==> src/rtl/sysarr_pkg.sv <==
// Shared definitions for the systolic-array load/launch sequencing logic.
package sysarr_pkg;

   typedef enum logic [2:0] {
      IDLE      = 3'd0,
      CLEAR     = 3'd1,
      ZERO      = 3'd2,
      REWIND    = 3'd3,
      LOAD_W    = 3'd4,
      LOAD_X    = 3'd5,
      START     = 3'd6,
      WAIT_DONE = 3'd7
   } sched_state_e;

endpackage

==> src/rtl/phase_counter.sv <==
// Per-phase element counter: clear wins over increment, last flags depth_p-1.
module phase_counter #(
   parameter int depth_p = 128
) (
   input  logic                       clk_i,
   input  logic                       reset_ni,
   input  logic                       clear_i,
   input  logic                       inc_i,
   output logic [$clog2(depth_p)-1:0] count_o,
   output logic                       last_o
);

   localparam int cnt_w_lp = $clog2(depth_p);
   localparam logic [cnt_w_lp-1:0] last_lp = cnt_w_lp'(depth_p - 1);

   logic [cnt_w_lp-1:0] r_count;

   always_ff @(posedge clk_i or negedge reset_ni) begin
      if (!reset_ni) begin
         r_count <= '0;
      end else if (clear_i) begin
         r_count <= '0;
      end else if (inc_i) begin
         r_count <= r_count + cnt_w_lp'(1);
      end
   end

   assign count_o = r_count;
   assign last_o  = (r_count == last_lp);

endmodule

==> src/rtl/sipo_load_sched.sv <==
// Fills the W then X operand SIPOs from one byte stream, launches the array
// and waits for its completion pulse.
module sipo_load_sched
   import sysarr_pkg::*;
#(
   parameter int width_p = 8,
   parameter int depth_p = 128
) (
   input  logic                       clk_i,
   input  logic                       reset_ni,
   input  logic                       go_i,
   input  logic                       zero_fill_i,
   input  logic                       abort_i,
   input  logic                       valid_i,
   input  logic [width_p-1:0]         data_i,
   output logic                       ready_o,
   output logic                       w_valid_o,
   output logic [width_p-1:0]         w_data_o,
   output logic                       x_valid_o,
   output logic [width_p-1:0]         x_data_o,
   output logic                       sipo_reset_o,
   output logic                       start_o,
   input  logic                       done_i,
   output logic                       done_o,
   output logic                       busy_o,
   output logic [$clog2(depth_p)-1:0] fill_count_o,
   output sched_state_e               dbg_state_o
);

   // Stream handshake: an element transfers on a rising clk_i edge where
   // valid_i and ready_o are both high; the SIPO captures on that same edge.

   sched_state_e r_state;
   logic         r_zf;
   logic         w_hs;
   logic         w_last;
   logic         w_phase_done;
   logic         w_cnt_clear;
   logic         w_cnt_inc;

   assign w_hs = valid_i & ready_o;

   // Any state change (including abort) restarts the per-phase count.
   always_comb begin
      w_phase_done = 1'b0;
      case (r_state)
         IDLE:              w_phase_done = go_i;
         CLEAR, REWIND:     w_phase_done = 1'b1;
         START:             w_phase_done = 1'b1;
         ZERO:              w_phase_done = w_last;
         LOAD_W, LOAD_X:    w_phase_done = w_hs & w_last;
         WAIT_DONE:         w_phase_done = done_i;
         default:           w_phase_done = 1'b0;
      endcase
   end

   assign w_cnt_clear = abort_i | w_phase_done;
   assign w_cnt_inc   = w_hs | (r_state == ZERO);

   phase_counter #(.depth_p(depth_p)) u_phase_counter (
      .clk_i    (clk_i),
      .reset_ni (reset_ni),
      .clear_i  (w_cnt_clear),
      .inc_i    (w_cnt_inc),
      .count_o  (fill_count_o),
      .last_o   (w_last)
   );

   always_ff @(posedge clk_i or negedge reset_ni) begin
      if (!reset_ni) begin
         r_state <= IDLE;
         r_zf    <= 1'b0;
      end else if (abort_i) begin
         r_state <= IDLE;
      end else begin
         case (r_state)
            IDLE: if (go_i) begin
               r_zf    <= zero_fill_i;
               r_state <= CLEAR;
            end
            CLEAR:     r_state <= r_zf ? ZERO : LOAD_W;
            ZERO:      if (w_last) r_state <= REWIND;
            REWIND:    r_state <= LOAD_W;
            LOAD_W:    if (w_hs && w_last) r_state <= LOAD_X;
            LOAD_X:    if (w_hs && w_last) r_state <= START;
            START:     r_state <= WAIT_DONE;
            WAIT_DONE: if (done_i) r_state <= IDLE;
            default:   r_state <= IDLE;
         endcase
      end
   end

   // Abort masks every side-effecting output in the cycle it is seen.
   always_comb begin
      ready_o      = 1'b0;
      w_valid_o    = 1'b0;
      w_data_o     = '0;
      x_valid_o    = 1'b0;
      x_data_o     = '0;
      sipo_reset_o = 1'b0;
      start_o      = 1'b0;
      done_o       = 1'b0;
      case (r_state)
         CLEAR, REWIND: sipo_reset_o = !abort_i;
         ZERO: begin
            w_valid_o = !abort_i;
            x_valid_o = !abort_i;
         end
         LOAD_W: begin
            ready_o   = !abort_i;
            w_valid_o = valid_i & !abort_i;
            w_data_o  = data_i;
         end
         LOAD_X: begin
            ready_o   = !abort_i;
            x_valid_o = valid_i & !abort_i;
            x_data_o  = data_i;
         end
         START:     start_o = !abort_i;
         WAIT_DONE: done_o  = done_i & !abort_i;
         default: ;
      endcase
   end

   assign busy_o      = (r_state != IDLE);
   assign dbg_state_o = r_state;

endmodule

==> config.mk <==
export PLATFORM = sky130hd
export DESIGN_NAME = sipo_load_sched
export DESIGN_NICKNAME = d
export VERILOG_FILES = /design/src/rtl/sysarr_pkg.sv /design/src/rtl/phase_counter.sv /design/src/rtl/sipo_load_sched.sv
export SDC_FILE = /design/constraint.sdc
export NUM_CORES = 1
export LEC_CHECK = 0
export BUFFER_PORTS_ARGS = -buffer_cell sky130_fd_sc_hd__buf_2
export CORE_ASPECT_RATIO = 2
export CORE_UTILIZATION = 30
export CTS_BUF_LIST = sky130_fd_sc_hd__clkbuf_8
export CTS_CLUSTER_DIAMETER = 100
export DETAILED_ROUTE_END_ITERATION = 10
export GPL_TIMING_DRIVEN = 0
export PLACE_DENSITY = 0.63
export SLEW_MARGIN = 20
export SYNTH_ARGS = -nofsm -noshare
export SYNTH_HDL_FRONTEND = slang
export SYNTH_SLANG_ARGS = --single-unit
==> constraint.sdc <==
create_clock -name clk_i -period 3.6 [get_ports clk_i]
set_input_delay 1.08 -clock clk_i [delete_from_list [all_inputs] [get_ports clk_i]]
set_output_delay 1.08 -clock clk_i [all_outputs]
set_load 0.01 [all_outputs]
==> results of run 1 <==
==> worst max path at each step <==
stage / from / end / slack (ns)
after floorplan: abort_i / w_valid_o / 0.75
after global placement: abort_i / w_valid_o / 0.49
after detailed placement: abort_i / w_valid_o / 0.47
after CTS: abort_i / w_valid_o / 0.48
after global routing: abort_i / w_valid_o / 0.26
final: abort_i / w_valid_o / 0.50
==> cells in the final DEF, fill, tap and decap left out, types with 2 or more instances in the layout <==
master     count
a211o_1        2
a21oi_1        2
a21oi_2        2
and3_1        18
buf_2         49
clkbuf_1       4
clkbuf_8       3
dfrtp_1       11
inv_1          4
nand2_1        6
nand2b_1       3
nor2_1        13
nor3_1         3
o2111ai_1      4
o21ai_0        4
xor2_1         5
==> per-stage QoR <==
stage / power, mW / std cells / utilization
floorplan: 0.387 / 101 / -
global placement: 0.491 / 177 / 0.415
detailed placement: 0.500 / 177 / 0.415
CTS: 0.622 / 181 / 0.432
global route: 0.664 / 181 / 0.432
finish: 0.619 / 181 / 0.432
==> kinds of logic after synthesis <==
kind of cell             after synthesis
AND/OR/NAND/NOR                       50
buffers and inverters                 12
AO/OA/AOI/OAI                         21
adder cells (fa/ha/maj)                1
flip-flops                            11
multiplexers                           1
XOR/XNOR                               5
==> state kept, by name, indices dropped and copies added (netlist names) <==
signal	cells
dbg_state_o	3
r_zf	1
u_phase_counter.count_o	7
==> report_power, final <==
| group | switching [mW] | internal, mW | total (mW) |
|---|---|---|---|
| registers | 0.0268 | 0.143 | 0.170 |
| clock network | 0.0467 | 0.0760 | 0.123 |
| logic | 0.191 | 0.135 | 0.326 |
| total | 0.264 | 0.354 | 0.619 |
==> cell type report <==
cell class                      instances  area, um2
Multi-Input combinational cell         78        523
Buffer                                  7       32.5
Clock inverter                          1       5.00
Fill cell                             294       1540
Timing Repair Buffer                   47        235
Clock buffer                            3       41.3
Tap cell                               29       36.3
Sequential cell                        11        275
Inverter                                5       18.8
==> layer usage <==
layer,wire (um),GRT usage,vias up
met1,880,0.174,457
met4,33,0.0690,0
met2,1420,0.338,46
met5,0,0,-
met3,172,0.0116,5
li1,-,-,469
==> critical path: stages <==
cell,delay [ns]
buf_2,0.11
clkbuf_1,0.23
nor2_1,0.23
a21boi_0,0.21
buf_2,0.16
==> impl_metrics.json, run 1 <==
{
  "antenna_cells": 0,
  "worst_pin_slew_ns": 0.482,
  "status": "complete, no violations",
  "r2r-end": "dbg_state_o[1]",
  "endpoint_kind": "output port",
  "vias_per_cell": 5.40,
  "tns_ns": 0,
  "root_buffer": "clkbuf_8",
  "synth_top_family_by_area": "simple AND/OR/NAND/NOR gates",
  "dp_hpwl_um": 2020,
  "min_to": "r_zf",
  "die_area_um2": 3060,
  "min_path_type": "reg2reg",
  "cts_hold_buf": 0,
  "setup_viol": 0,
  "die_w_um": 39.6,
  "netlist_top_cells_count": "and3_1, nor2_1, dfrtp_1",
  "yosysSeqAreaShare": 0.324,
  "synth_xor_area_frac": 0.0515,
  "synth.avg_cell_area_um2": 8.41,
  "skew_ns": 0.000300,
  "ant_nets": 0,
  "drive_gt1_frac": 0.408,
  "post_cts_buffers": 0,
  "netlist_top_cells_area": "dfrtp_1, and3_1, nor2_1, xor2_1, o2111ai_1",
  "insertion_delay_ns": 0.24,
  "yosysWarnings": 0,
  "cts-resized-gates": 0,
  "cp.required_ns": 2.52,
  "synth.distinct_cells": 33,
  "wire_per_inst_um": 13.8,
  "reg2regPathDepth": 5,
  "synth_nets": 117,
  "syn2layout_area_growth_pct": 37.4,
  "dieHeight_um": 77.3,
  "place_congestion": 0.731,
  "maxSlewHeadroom": 0.677,
  "grt_use_total": 0.177,
  "synthMuxAreaShare": 0.0133,
  "drcViolationCount": 0,
  "async_flop_share": 1.00,
  "grt_max_degree": 12,
  "initial_core_util": 0.314,
  "crit_type": "in2out",
  "hold_path_depth": 1,
  "r2r_setup_slack_ns": 1.79,
  "netlist.area_leader.share": 0.324,
  "arrival_ns": 2.02,
  "synth_adder_area_share": 0.0147,
  "synth_ff_type": "dfrtp_1",
  "rsz0062_at_grt": "no",
  "cp-start-kind": "input pin",
  "final_area_um2": 1170,
  "grt-ovfl-total": 0,
  "max_cap_viol_count": 0,
  "clk_pin_slew_ns": 0.05,
  "vias": 977,
  "placementRows": 27,
  "synth_area_um2": 850,
  "synth_compound_area_frac": 0.208,
  "p_leak_nw": 0.661,
  "fin_crit_ns": 3.10,
  "ys_ff_latch": 11,
  "cts.sinks": 11,
  "worstHoldStart": "r_zf",
  "wirelength_um": 2510,
  "synthCells": 101,
  "irDropWorstVdd_v": 0.000282,
  "layout_setup_ws_ns": 0.499,
  "portBuffers": 47,
  "crit_fanout": 10,
  "io_pins": 48,
  "post-synth-top-count-cell": "and3_1",
  "report.final.hold_viol_count": 0,
  "core_um2": 2700,
  "whs_ns": 0.543,
  "r2r_start": "u_phase_counter.count_o[0]",
  "synth_simple_gate_area_frac": 0.328,
  "htree_levels": 1,
  "synth_edf_count": 0,
  "maxSlewViolCount": 0,
  "grt_first_pass_wirelength_um": 3990,
  "antenna_found_initial": 0,
  "drtPass1Iterations": 4,
  "grt_pass1_vias": 948,
  "clock_path_buffers": 2,
  "p_per_area_nw_per_um2": 530,
  "dpl_cell_area_um2": 1120,
  "cts_buffers": 3,
  "dp_slack_ns": 0.472,
  "fin_crit_sh": 0.861,
  "cts_tree": "built",
  "nets": 169,
  "first_iter_violations": 8,
  "yosysTopAreaCell": "dfrtp_1",
  "fmax_mhz": 322
}
(Power assumes the default switching activity.)
==> inputs of run 2 (changes only) <==
--- a/config.mk
+++ b/config.mk
@@ -5,6 +5,7 @@
 export SDC_FILE = /design/constraint.sdc
 export NUM_CORES = 1
 export LEC_CHECK = 0
+export ABC_AREA = 1
 export BUFFER_PORTS_ARGS = -buffer_cell sky130_fd_sc_hd__buf_2
 export CORE_ASPECT_RATIO = 2
 export CORE_UTILIZATION = 30
==> impl_metrics.json, run 2 <==
{
  "cts_buffers": 3,
  "final_area_um2": 1150,
  "wirelength_um": 2350,
  "slowest_delay_ns": 0.23,
  "status": "complete, no violations",
  "rsz0062_at_grt": "no",
  "post-synth-top-count-cell": "nor2_1",
  "setup_viol": 0,
  "yosysWarnings": 0,
  "layout_common_cells": "buf_2, nor2_1, nand2_1",
  "io_pins": 48,
  "max_cap_viol_count": 0,
  "crit_fanout": 10,
  "insertion_delay_ns": 0.24,
  "cp_common_cell": "buf_2",
  "dp_slack_ns": 0.719,
  "worst_pin_slew_ns": 0.402,
  "dieHeight_um": 76.6,
  "grt_use_total": 0.173,
  "reg2regPathDepth": 9,
  "placementRows": 26,
  "p_leak_nw": 0.711,
  "route.met2.wl_um": 1370,
  "netlist_top_cells_count": "nor2_1, nand2_1, inv_1",
  "crit_type": "in2out",
  "antenna_cells": 0,
  "skew_ns": 0.00512,
  "startpoint": "abort_i",
  "path_cells": "buf_2 > clkbuf_1 > nor3_1 > buf_2",
  "route.met3.wl_um": 57,
  "synth_nets": 152,
  "async_flop_share": 1.00,
  "ant_nets": 0,
  "synth.avg_cell_area_um2": 6.15,
  "cts-resized-gates": 0,
  "maxSlewHeadroom": 0.732,
  "vias_per_cell": 4.64,
  "wirelength_met1_um": 883,
  "maxSlewViolCount": 0,
  "dr.max_layer_used": "met4",
  "grt_pass1_vias": 924,
  "arrival_ns": 1.78,
  "whs_ns": 0.518,
  "fin_util": 0.442,
  "cp-start-kind": "input pin",
  "fin_crit_ns": 2.86,
  "drtPass1Iterations": 4,
  "synth_ff_type": "dfrtp_1",
  "cts_tree": "built",
  "nets": 204,
  "irDropWorstVdd_v": 0.000282,
  "synth_area_um2": 836,
  "fillCellCount": 287,
  "core_um2": 2600,
  "layout_setup_ws_ns": 0.736,
  "min_path_type": "reg2reg",
  "htree_levels": 1,
  "critical_path_depth": 4,
  "seq_area_um2": 275,
  "antenna_found_initial": 0,
  "wire_per_inst_um": 10.9,
  "grt-ovfl-total": 0,
  "die_area_um2": 3010,
  "drcViolationCount": 0,
  "cp.required_ns": 2.52,
  "p_per_area_nw_per_um2": 520,
  "layout_commonest_cell": "buf_2",
  "netlist.area_leader.share": 0.329,
  "grt_first_pass_wirelength_um": 3820,
  "path_delay_family": "buffers and inverters",
  "r2r_start": "dbg_state_o[2]",
  "multiInputGateArea_um2": 452,
  "yosysSeqAreaShare": 0.329,
  "portBuffers": 47,
  "cts.sinks": 11,
  "place_congestion": 0.709,
  "drive_gt1_frac": 0.321,
  "endpoint_kind": "output port",
  "cp_num_buf_inv": 3,
  "post_cts_buffers": 0,
  "cts_hold_buf": 0,
  "r2r-end": "dbg_state_o[2]",
  "report.final.hold_viol_count": 0,
  "cp_slowest_cell": "nor3_1",
  "netlist_top_cells_area": "dfrtp_1, nor2_1, nand2_1, inv_1, nand3_1",
  "synth_edf_count": 0,
  "dpl_cell_area_um2": 1110,
  "synth.distinct_cells": 20,
  "crit_end": "ready_o",
  "first_iter_violations": 26,
  "clk_pin_slew_ns": 0.05,
  "dp_hpwl_um": 1900,
  "largest_reg_flops": 7,
  "die_w_um": 39.3,
  "initial_core_util": 0.321,
  "fmax_mhz": 349,
  "synthCells": 136,
  "yosysTopAreaCell": "dfrtp_1",
  "ys_ff_latch": 11,
  "syn2layout_area_growth_pct": 37.7,
  "clock_path_buffers": 2,
  "grt_max_degree": 12,
  "fin_crit_sh": 0.796,
  "root_buffer": "clkbuf_8",
  "vias": 998,
  "r2r_setup_slack_ns": 2.18,
  "tns_ns": 0
}
==> run 2: layout make-up <==
class                           instances  share of cell area
Tap cell                               28              0.0304
Sequential cell                        11               0.239
Buffer                                  3              0.0196
Clock buffer                            3              0.0359
Clock inverter                          1             0.00326
Timing Repair Buffer                   47               0.204
Inverter                               23              0.0750
Multi-Input combinational cell         99               0.392
==> run 2: worst min path at each step <==
stage,slack (ns),from,cells past startpoint,end
final,0.52,r_zf,2,r_zf
after global routing,0.56,r_zf,2,r_zf
after CTS,0.51,r_zf,2,r_zf
after detailed placement,0.51,r_zf,2,r_zf
after global placement,0.51,r_zf,2,r_zf
after floorplan,0.48,r_zf,2,r_zf
==> run 2: metrics by stage <==
| step | total power [mW] | cells |
|---|---|---|
| floorplan | 0.376 | 136 |
| detailed placement | 0.478 | 211 |
| global placement | 0.474 | 211 |
| global route | 0.649 | 215 |
| finish | 0.599 | 215 |
| CTS | 0.603 | 215 |
==> run 2: tightest hold or removal path: cells and delay by family (launching register included) <==
family	cells	cell delay, ns
simple gates	1	0.06
flops	1	0.35
compound gates	1	0.08
==> run 2: per-layer routing <==
metal / GRT usage / up-vias
met5: 0 / -
met1: 0.168 / 447
li1: - / 527
met2: 0.332 / 19
met4: 0.0621 / 0
met3: 0.0175 / 5
==> run 2: kinds of logic after synthesis <==
group	synth area share
AO/OA/AOI/OAI	0.0569
buffers and inverters	0.130
AND/OR/NAND/NOR	0.458
adder cells (fa/ha/maj)	0.0150
flip-flops	0.329
XOR/XNOR	0.0105
==> run 2: where the power goes <==
group | leakage, nW | total (mW) | internal, mW | switching [mW]
Clock | 0.0269 | 0.122 | 0.0749 | 0.0467
Combinational | 0.534 | 0.299 | 0.110 | 0.189
Sequential | 0.150 | 0.179 | 0.145 | 0.0336
Total | 0.711 | 0.599 | 0.330 | 0.269
